===== config.mk =====
export PLATFORM = sky130hd
export DESIGN_NAME = noc_packetizer
export DESIGN_NICKNAME = d
export VERILOG_FILES = /design/src/rtl/noc_pkg.sv /design/src/rtl/noc_packetizer.sv
export SDC_FILE = /design/constraint.sdc
export NUM_CORES = 1
export LEC_CHECK = 0
export ABC_AREA = 1
export BUFFER_PORTS_ARGS = -buffer_cell sky130_fd_sc_hd__buf_2
export CAP_MARGIN = 10
export CORE_MARGIN = 1
export CORE_UTILIZATION = 40
export CTS_BUF_LIST = sky130_fd_sc_hd__clkbuf_4 sky130_fd_sc_hd__clkbuf_8 sky130_fd_sc_hd__clkbuf_16
export CTS_CLUSTER_DIAMETER = 150
export DETAILED_ROUTE_END_ITERATION = 10
export SLEW_MARGIN = 20
export SYNTH_ARGS = -nofsm -noshare
export SYNTH_HDL_FRONTEND = slang
export SYNTH_SLANG_ARGS = --single-unit
export TNS_END_PERCENT = 50

===== constraint.sdc =====
create_clock -name clk_in -period 3.5 [get_ports clk_in]
set_input_delay 0.175 -clock clk_in [delete_from_list [all_inputs] [get_ports clk_in]]
set_output_delay 0.175 -clock clk_in [all_outputs]
set_load 0.03 [all_outputs]

===== src/rtl/noc_pkg.sv =====
// Shared types for the NoC packetizer: FSM states, header layout, byte-keep helpers.
// Used by noc_packetizer; PKT_CHECKSUM_EN selects the optional checksum word.
package noc_pkg;

  typedef enum logic [1:0] {
    IDLE,
    HDR,
    PLD,
    CSUM
  } pktz_state_t;

  typedef struct packed {
    logic [7:0]  dest;
    logic [7:0]  src;
    logic [15:0] len;
  } noc_hdr_t;

  localparam logic [3:0] KEEP_ALL = 4'hF;

  function automatic logic [3:0] keep_from_len(input logic [1:0] len_lo);
    logic [3:0] k;
    unique case (len_lo)
      2'd1:    k = 4'h1;
      2'd2:    k = 4'h3;
      2'd3:    k = 4'h7;
      default: k = 4'hF;
    endcase
    return k;
  endfunction

  function automatic logic [31:0] keep_mask(input logic [3:0] keep);
    logic [31:0] m;
    for (int b = 0; b < 4; b++) begin
      m[b*8 +: 8] = {8{keep[b]}};
    end
    return m;
  endfunction

endpackage


===== src/rtl/noc_packetizer.sv =====
// Frames descriptor + payload stream into header-led AXI-Stream NoC packets.
// `define PKT_CHECKSUM_EN appends an XOR checksum word to every packet.
module noc_packetizer
  import noc_pkg::*;
#(
  parameter int TILE_ID_W   = 4,
  parameter int LEN_W       = 16,
  parameter int SRC_TILE_ID = 0
) (
  input  logic                 clk_in,
  input  logic                 clk_in_rst_high,
  input  logic                 desc_valid,
  input  logic [TILE_ID_W-1:0] desc_dest,
  input  logic [LEN_W-1:0]     desc_len,
  output logic                 desc_ready,
  input  logic                 pld_in_TVALID,
  input  logic [31:0]          pld_in_TDATA,
  output logic                 pld_in_TREADY,
  output logic                 stream_out_TVALID,
  output logic [31:0]          stream_out_TDATA,
  output logic [3:0]           stream_out_TKEEP,
  output logic                 stream_out_TLAST,
  input  logic                 stream_out_TREADY,
  output logic [15:0]          pkt_sent_cnt
);

  localparam int WL_W = LEN_W + 1;

  pktz_state_t     state;
  noc_hdr_t        hdr_q;
  logic [WL_W-1:0] words_left;
  logic [WL_W-1:0] words_init;
  logic            beat;
  logic            last_word;
  logic            len_zero;

`ifdef PKT_CHECKSUM_EN
  logic [31:0]     csum_q;
`endif

  assign words_init = (WL_W'(desc_len) + WL_W'(3)) >> 2;
  assign beat       = stream_out_TVALID & stream_out_TREADY;
  assign last_word  = (words_left == WL_W'(1));
  assign len_zero   = (hdr_q.len == 16'd0);
  assign desc_ready = (state == IDLE) & ~clk_in_rst_high;

  // payload words pass straight through; only the header is stored
  always_comb begin
    stream_out_TVALID = 1'b0;
    stream_out_TDATA  = 32'd0;
    stream_out_TKEEP  = KEEP_ALL;
    stream_out_TLAST  = 1'b0;
    pld_in_TREADY     = 1'b0;
    unique case (state)
      HDR: begin
        stream_out_TVALID = 1'b1;
        stream_out_TDATA  = hdr_q;
`ifdef PKT_CHECKSUM_EN
        stream_out_TLAST  = 1'b0;
`else
        stream_out_TLAST  = len_zero;
`endif
      end
      PLD: begin
        stream_out_TVALID = pld_in_TVALID;
        stream_out_TDATA  = pld_in_TDATA;
        pld_in_TREADY     = stream_out_TREADY;
        if (last_word) begin
          stream_out_TKEEP = keep_from_len(hdr_q.len[1:0]);
        end
`ifdef PKT_CHECKSUM_EN
        stream_out_TLAST  = 1'b0;
`else
        stream_out_TLAST  = last_word;
`endif
      end
`ifdef PKT_CHECKSUM_EN
      CSUM: begin
        stream_out_TVALID = 1'b1;
        stream_out_TDATA  = csum_q;
        stream_out_TLAST  = 1'b1;
      end
`endif
      default: begin
      end
    endcase
  end

  always_ff @(posedge clk_in) begin
    if (clk_in_rst_high) begin
      state        <= IDLE;
      pkt_sent_cnt <= 16'd0;
    end else begin
      if (beat && stream_out_TLAST) begin
        pkt_sent_cnt <= pkt_sent_cnt + 16'd1;
      end
      unique case (state)
        IDLE: begin
          if (desc_valid) begin
            hdr_q <= noc_hdr_t'{
              dest: 8'(desc_dest),
              src:  8'(SRC_TILE_ID),
              len:  16'(desc_len)
            };
            words_left <= words_init;
            state      <= HDR;
          end
        end
        HDR: begin
          if (beat) begin
`ifdef PKT_CHECKSUM_EN
            csum_q <= hdr_q;
            state  <= len_zero ? CSUM : PLD;
`else
            state  <= len_zero ? IDLE : PLD;
`endif
          end
        end
        PLD: begin
          if (beat) begin
            words_left <= words_left - WL_W'(1);
`ifdef PKT_CHECKSUM_EN
            csum_q <= csum_q ^ (pld_in_TDATA & keep_mask(stream_out_TKEEP));
            if (last_word) state <= CSUM;
`else
            if (last_word) state <= IDLE;
`endif
          end
        end
`ifdef PKT_CHECKSUM_EN
        CSUM: begin
          if (beat) state <= IDLE;
        end
`endif
        default: state <= IDLE;
      endcase
    end
  end

endmodule


# Word-level counts from Yosys, hierarchy flattened
# Cells that the tools add are included.
# W data, S select, Z words.
[word_totals]
ff_bits = 55
wordCells = 44
out_inout_bits = 56
[op_classes]
n_addsub = 3
n_bitwise = 3
n_mux = 16
n_reduce_logical = 7
eq_ne = 10
[op_table]
columns = ["operator", "n"]
rows = [
  ["$pmux W32 S2", 1],
  ["$mux W17", 2],
  ["$pmux W17 S2", 1],
  ["$add A16 B2 Y17 const B", 1],
  ["$eq A17 B1 Y1 const B", 1],
  ["$sub A17 B1 Y17 const B", 1],
  ["$add A16 B1 Y16 const B", 1],
  ["$logic_not A16 Y1", 1],
  ["$pmux W4 S3", 1],
  ["$mux W2", 5],
  ["$mux W4", 2],
  ["$ne A2 B2 Y1 const B", 4],
  ["$reduce_and A4 Y1", 2],
  ["$eq A2 B2 Y1 const B", 3],
  ["$pmux W2 S3", 1],
  ["$eq A2 B1 Y1 const B", 2],
  ["$pmux W1 S2", 2],
  ["$reduce_and A3 Y1", 1],
  ["$and A1 B1 Y1", 2],
  ["$logic_not A2 Y1", 1],
  ["$reduce_bool A2 Y1", 1],
  ["$logic_and A1 B1 Y1", 1],
  ["$mux W1", 1],
  ["$not A1 Y1", 1],
]

# Logic depth before layout (Yosys ltp)
[logic_depth]
word_depth = 5
depth_mapped = 13
mapped_depth_nobuf = 12

# Worst setup path after synthesis
# No wires, ideal clock.
[synth_timing]
path_kind = "register to register"
start = "register state[0]"
end = "register words_left[0], enable pin"
arrival_time_ns = 1.630
n_path_buf = 1
path_stages_with_launch = 7
synth_period_minus_slack_ns = 2.000
path_slack_ns = 1.500
setup_time_ns = 0.370
path_cell_list = "dfxtp_1 > inv_1 > ha_1 > nand3_1 > buf_2 > a21oi_1 > o211a_1"
[synth_via]
elab_chain_cells = 5
word_cells_on_any_way = 9
[synth_rtl]
columns = ["item", "line_no", "source"]
rows = [
  ["from (decl)", "noc_packetizer.sv:29", "pktz_state_t state;"],
  ["from (signal assigned)", "noc_packetizer.sv:115", "state <= len_zero ? IDLE : PLD;"],
  ["$eq A2 B2 Y1 / $eq A2 B1 Y1 (equally long branches)", "noc_packetizer.sv:54, noc_packetizer.sv:97", ""],
  ["$pmux W1 S2", "noc_packetizer.sv:54", "unique case (state)"],
  ["$and A1 B1 Y1", "noc_packetizer.sv:42", "assign beat = stream_out_TVALID & stream_out_TREADY;"],
  ["$ne A2 B2 Y1 (no source line)", "-", ""],
  ["$reduce_and A4 Y1 (no source line) (*)", "-", ""],
  ["to (signal assigned)", "noc_packetizer.sv:105", "words_left <= words_init;"],
  ["to (signal assigned)", "noc_packetizer.sv:121", "words_left <= words_left - WL_W'(1);"],
  ["to (decl)", "noc_packetizer.sv:31", "logic [WL_W-1:0] words_left;"],
]
# Every way passes the cells marked *; elsewhere a longest branch is shown, timed or not.
# A chain may end at the register's enable or synchronous reset.

# Worst setup path after layout
[layout_timing]
start = "register state[0]"
end = "register words_left[13], enable pin"
# The elaborated chain is that of the path after synthesis.

==> impl_metrics.env <==
export IMPL_netlist_cell_type_count=34
export IMPL_fillerInstances=919
export IMPL_route_final_wire_length_um=9740
export IMPL_design_core_area_um2=8760
export IMPL_powerDensity_nw_per_um2=507
export IMPL_type_of_destination_of_the_critical_path="register"
export IMPL_global_route_usage_met2_pct=35.3
export IMPL_drtIter0Drc=154
export IMPL_critical_path_max_fanout=17
export IMPL_ir_drop_v=0.000272
export IMPL_path_clk_slew_ps=100
export IMPL_share_of_the_synthesized_area_in_the_top_cell_type_pct=30.6
export IMPL_clk_latency_ps=310
export IMPL_worst_ep_arrival_time_ps=2470
export IMPL_drv_slew=0
export IMPL_post_synth_top_area_cell="sky130_fd_sc_hd__edfxtp_1"
export IMPL_floorplan_io_pins=113
export IMPL_globalRouteMet3Util_pct=3.17
export IMPL_ys_warn_count=0
export IMPL_post_synth_inst_count=530
export IMPL_syn_num_nets=595
export IMPL_start_util_pct=41.5
export IMPL_synth_edff_count=37
export IMPL_post_cts_resized_instances=0
export IMPL_synth_yosys_seq_area_share_pct=40.5
export IMPL_n_antenna_cell=0
export IMPL_area_growth_pct=19.8
export IMPL_mostFrequentLayoutCells="149 x sky130_fd_sc_hd__nand2_1, 111 x sky130_fd_sc_hd__buf_2, 78 x sky130_fd_sc_hd__nor2_1"
export IMPL_hold_class="in -> reg"
export IMPL_grt_pass1_wl_um=16100
export IMPL_rows=34
export IMPL_p_leak_nw=2.09
export IMPL_status="completed"
export IMPL_die_footprint_um2=9480
export IMPL_detailedRoute_firstPassIterationCount=5
export IMPL_grt_overflow=0
export IMPL_gr_usage_all_layers_pct=20.9
export IMPL_cts_hold_fix_buffers=0
export IMPL_cts_tree="yes"
export IMPL_cts_setup_buffers=0
export IMPL_path_class="reg -> reg"
export IMPL_synth_async_reset_ratio_pct=0
export IMPL_grt_setup_unrepaired="false"
export IMPL_die_h_um=97.3
export IMPL_min_period_over_period_pct=72.4
export IMPL_whs_ps=41.4
export IMPL_max_transition_margin_pct=31.9
export IMPL_post_place_cells=734
export IMPL_cts_made_buffers=5
export IMPL_place_detailed_hpwl_um=7500
export IMPL_syn_avg_cell_area_um2=6.86
export IMPL_worstSetupStartpointType="register"
export IMPL_grt_max_degree=30
export IMPL_die_width_um=97.3
export IMPL_route_vias_total=3721
export IMPL_number_of_global_route_vias_before_repair=3556
export IMPL_max_cap_viol=0
export IMPL_postSynthRegisterBits=55
export IMPL_cts_root_to_sink_buffers=2
export IMPL_timing_critical_path_required_ps=3440
export IMPL_timing_fmax_ghz=0.395
export IMPL_final_hold_violation_count=0
export IMPL_gp_congestion=0.815
export IMPL_clock_skew_final_ps=13.1
export IMPL_grtUsageMet1_pct=27.4
export IMPL_drc=0
export IMPL_layout_cells_most_common="sky130_fd_sc_hd__nand2_1"
export IMPL_synth_area_leaders="sky130_fd_sc_hd__edfxtp_1 31%, sky130_fd_sc_hd__nand2_1 15%, sky130_fd_sc_hd__dfxtp_1 9.9%, sky130_fd_sc_hd__nor2_1 8.2%, sky130_fd_sc_hd__inv_1 7.6%"
export IMPL_synth_top_flop_cell="sky130_fd_sc_hd__edfxtp_1"
export IMPL_detail_routed_via_count_per_cell=5.01
export IMPL_clockRootBuffer="sky130_fd_sc_hd__clkbuf_8"
export IMPL_post_route_cells_drive_above_1_share_pct=21.3
export IMPL_antenna_left=0
export IMPL_final_min_period_ps=2530
export IMPL_setup_slack_reg_to_reg_ps=970
export IMPL_instances_no_fill=742
export IMPL_design_final_nets=698
export IMPL_finalSetupViolations=0
export IMPL_wl_per_cell_um=13.1
export IMPL_worstMarginPinSlew_ps=1020
export IMPL_antenna_violations_before_repair=0
export IMPL_port_buffers=111
export IMPL_post_synth_instance_area_um2=3640
export IMPL_grt_busiest_layer="met2"
export IMPL_totalNegativeSetupSlack_ps=0
export IMPL_numClockSinks=55
export IMPL_cts_htree_levels=2
[final cells by class]
type / instances / area, um^2 / share of cell area, %
inverters: 76 / 285 / 6.55
multi-input cells: 380 / 1790 / 41.1
clock inverters: 2 / 12.5 / 0.287
well taps: 108 / 135 / 3.10
repair buffers: 115 / 586 / 13.4
flip-flops and latches: 55 / 1470 / 33.8
clock buffers: 6 / 76.3 / 1.75
[path summary, 6_finish.rpt]
kind,from,end,cells after the start
min reg2reg,state[1],state[1],2
min,desc_dest[1],hdr_q[25],1
max reg2reg,state[0],words_left[13],6
max,state[0],words_left[13],6
[layer usage]
| metal | vias up | part of all wire (%) |
|---|---|---|
| met3 | 11 | 5.3 |
| met1 | 1699 | 47 |
| met5 | - | 0 |
| li1 | 1893 | - |
| met4 | 0 | 1.6 |
| met2 | 118 | 46 |
[worst max-delay path, cell delays in order (launching register included)]
cell                      delay [ps]
sky130_fd_sc_hd__dfxtp_1         370
sky130_fd_sc_hd__inv_1            70
sky130_fd_sc_hd__ha_1            560
sky130_fd_sc_hd__nand3_1         130
sky130_fd_sc_hd__buf_4           200
sky130_fd_sc_hd__a21oi_1         190
sky130_fd_sc_hd__o211a_1         650
[through the flow]
| stage | util (%) | instance area, um^2 | setup slack, ps | power, mW |
|---|---|---|---|---|
| 2_1_floorplan | - | 3640 | 1500 | 1.60 |
| 3_3_place_gp | 48.7 | 4270 | 1060 | 1.85 |
| 3_5_place_dp | 48.7 | 4270 | 922 | 1.87 |
| 4_1_cts | 49.7 | 4360 | 905 | 2.23 |
| 5_1_grt | 49.7 | 4360 | 729 | 2.37 |
| 6_report | 49.7 | 4360 | 968 | 2.21 |
[cells by family (layout without fill, tap and decap cells)]
kind of cell | Yosys count | count (layout) | share of synthesized area (%)
other cells | 1 | 1 | 0.103
compound gates | 60 | 60 | 8.53
simple gates | 301 | 301 | 35.3
flops | 55 | 55 | 40.5
xor+xnor | 10 | 10 | 2.41
fa+ha+maj | 8 | 8 | 2.75
buf+inv | 95 | 199 | 10.5
[state kept, by name (all words and copies together), names as in the netlist]
name and flops:
state 2, words_left 17, hdr_q 20, pkt_sent_cnt 16
[synth_stat cells (2+ instances only)]
library cell / instances
sky130_fd_sc_hd__nand4_1: 14
sky130_fd_sc_hd__dfxtp_1: 18
sky130_fd_sc_hd__nand3_1: 35
sky130_fd_sc_hd__buf_2: 4
sky130_fd_sc_hd__inv_1: 74
sky130_fd_sc_hd__nor3b_1: 2
sky130_fd_sc_hd__xnor2_1: 3
sky130_fd_sc_hd__nor3_1: 11
sky130_fd_sc_hd__clkbuf_1: 4
sky130_fd_sc_hd__buf_6: 2
sky130_fd_sc_hd__o21ai_0: 18
sky130_fd_sc_hd__xor2_1: 7
sky130_fd_sc_hd__ha_1: 8
sky130_fd_sc_hd__edfxtp_1: 37
sky130_fd_sc_hd__a21oi_1: 36
sky130_fd_sc_hd__nand2_1: 149
sky130_fd_sc_hd__nor2_1: 79
sky130_fd_sc_hd__o22ai_1: 2
sky130_fd_sc_hd__nor2_2: 4
sky130_fd_sc_hd__a31oi_1: 2
sky130_fd_sc_hd__buf_1: 8
[where the power goes]
group	switching (mW)	total, mW	internal (mW)
clock network	0.207	0.355	0.149
logic	0.680	0.940	0.260
registers	0.0773	0.915	0.838
total	0.964	2.21	1.25
Note: power is estimated with default switching activity, not from simulation.
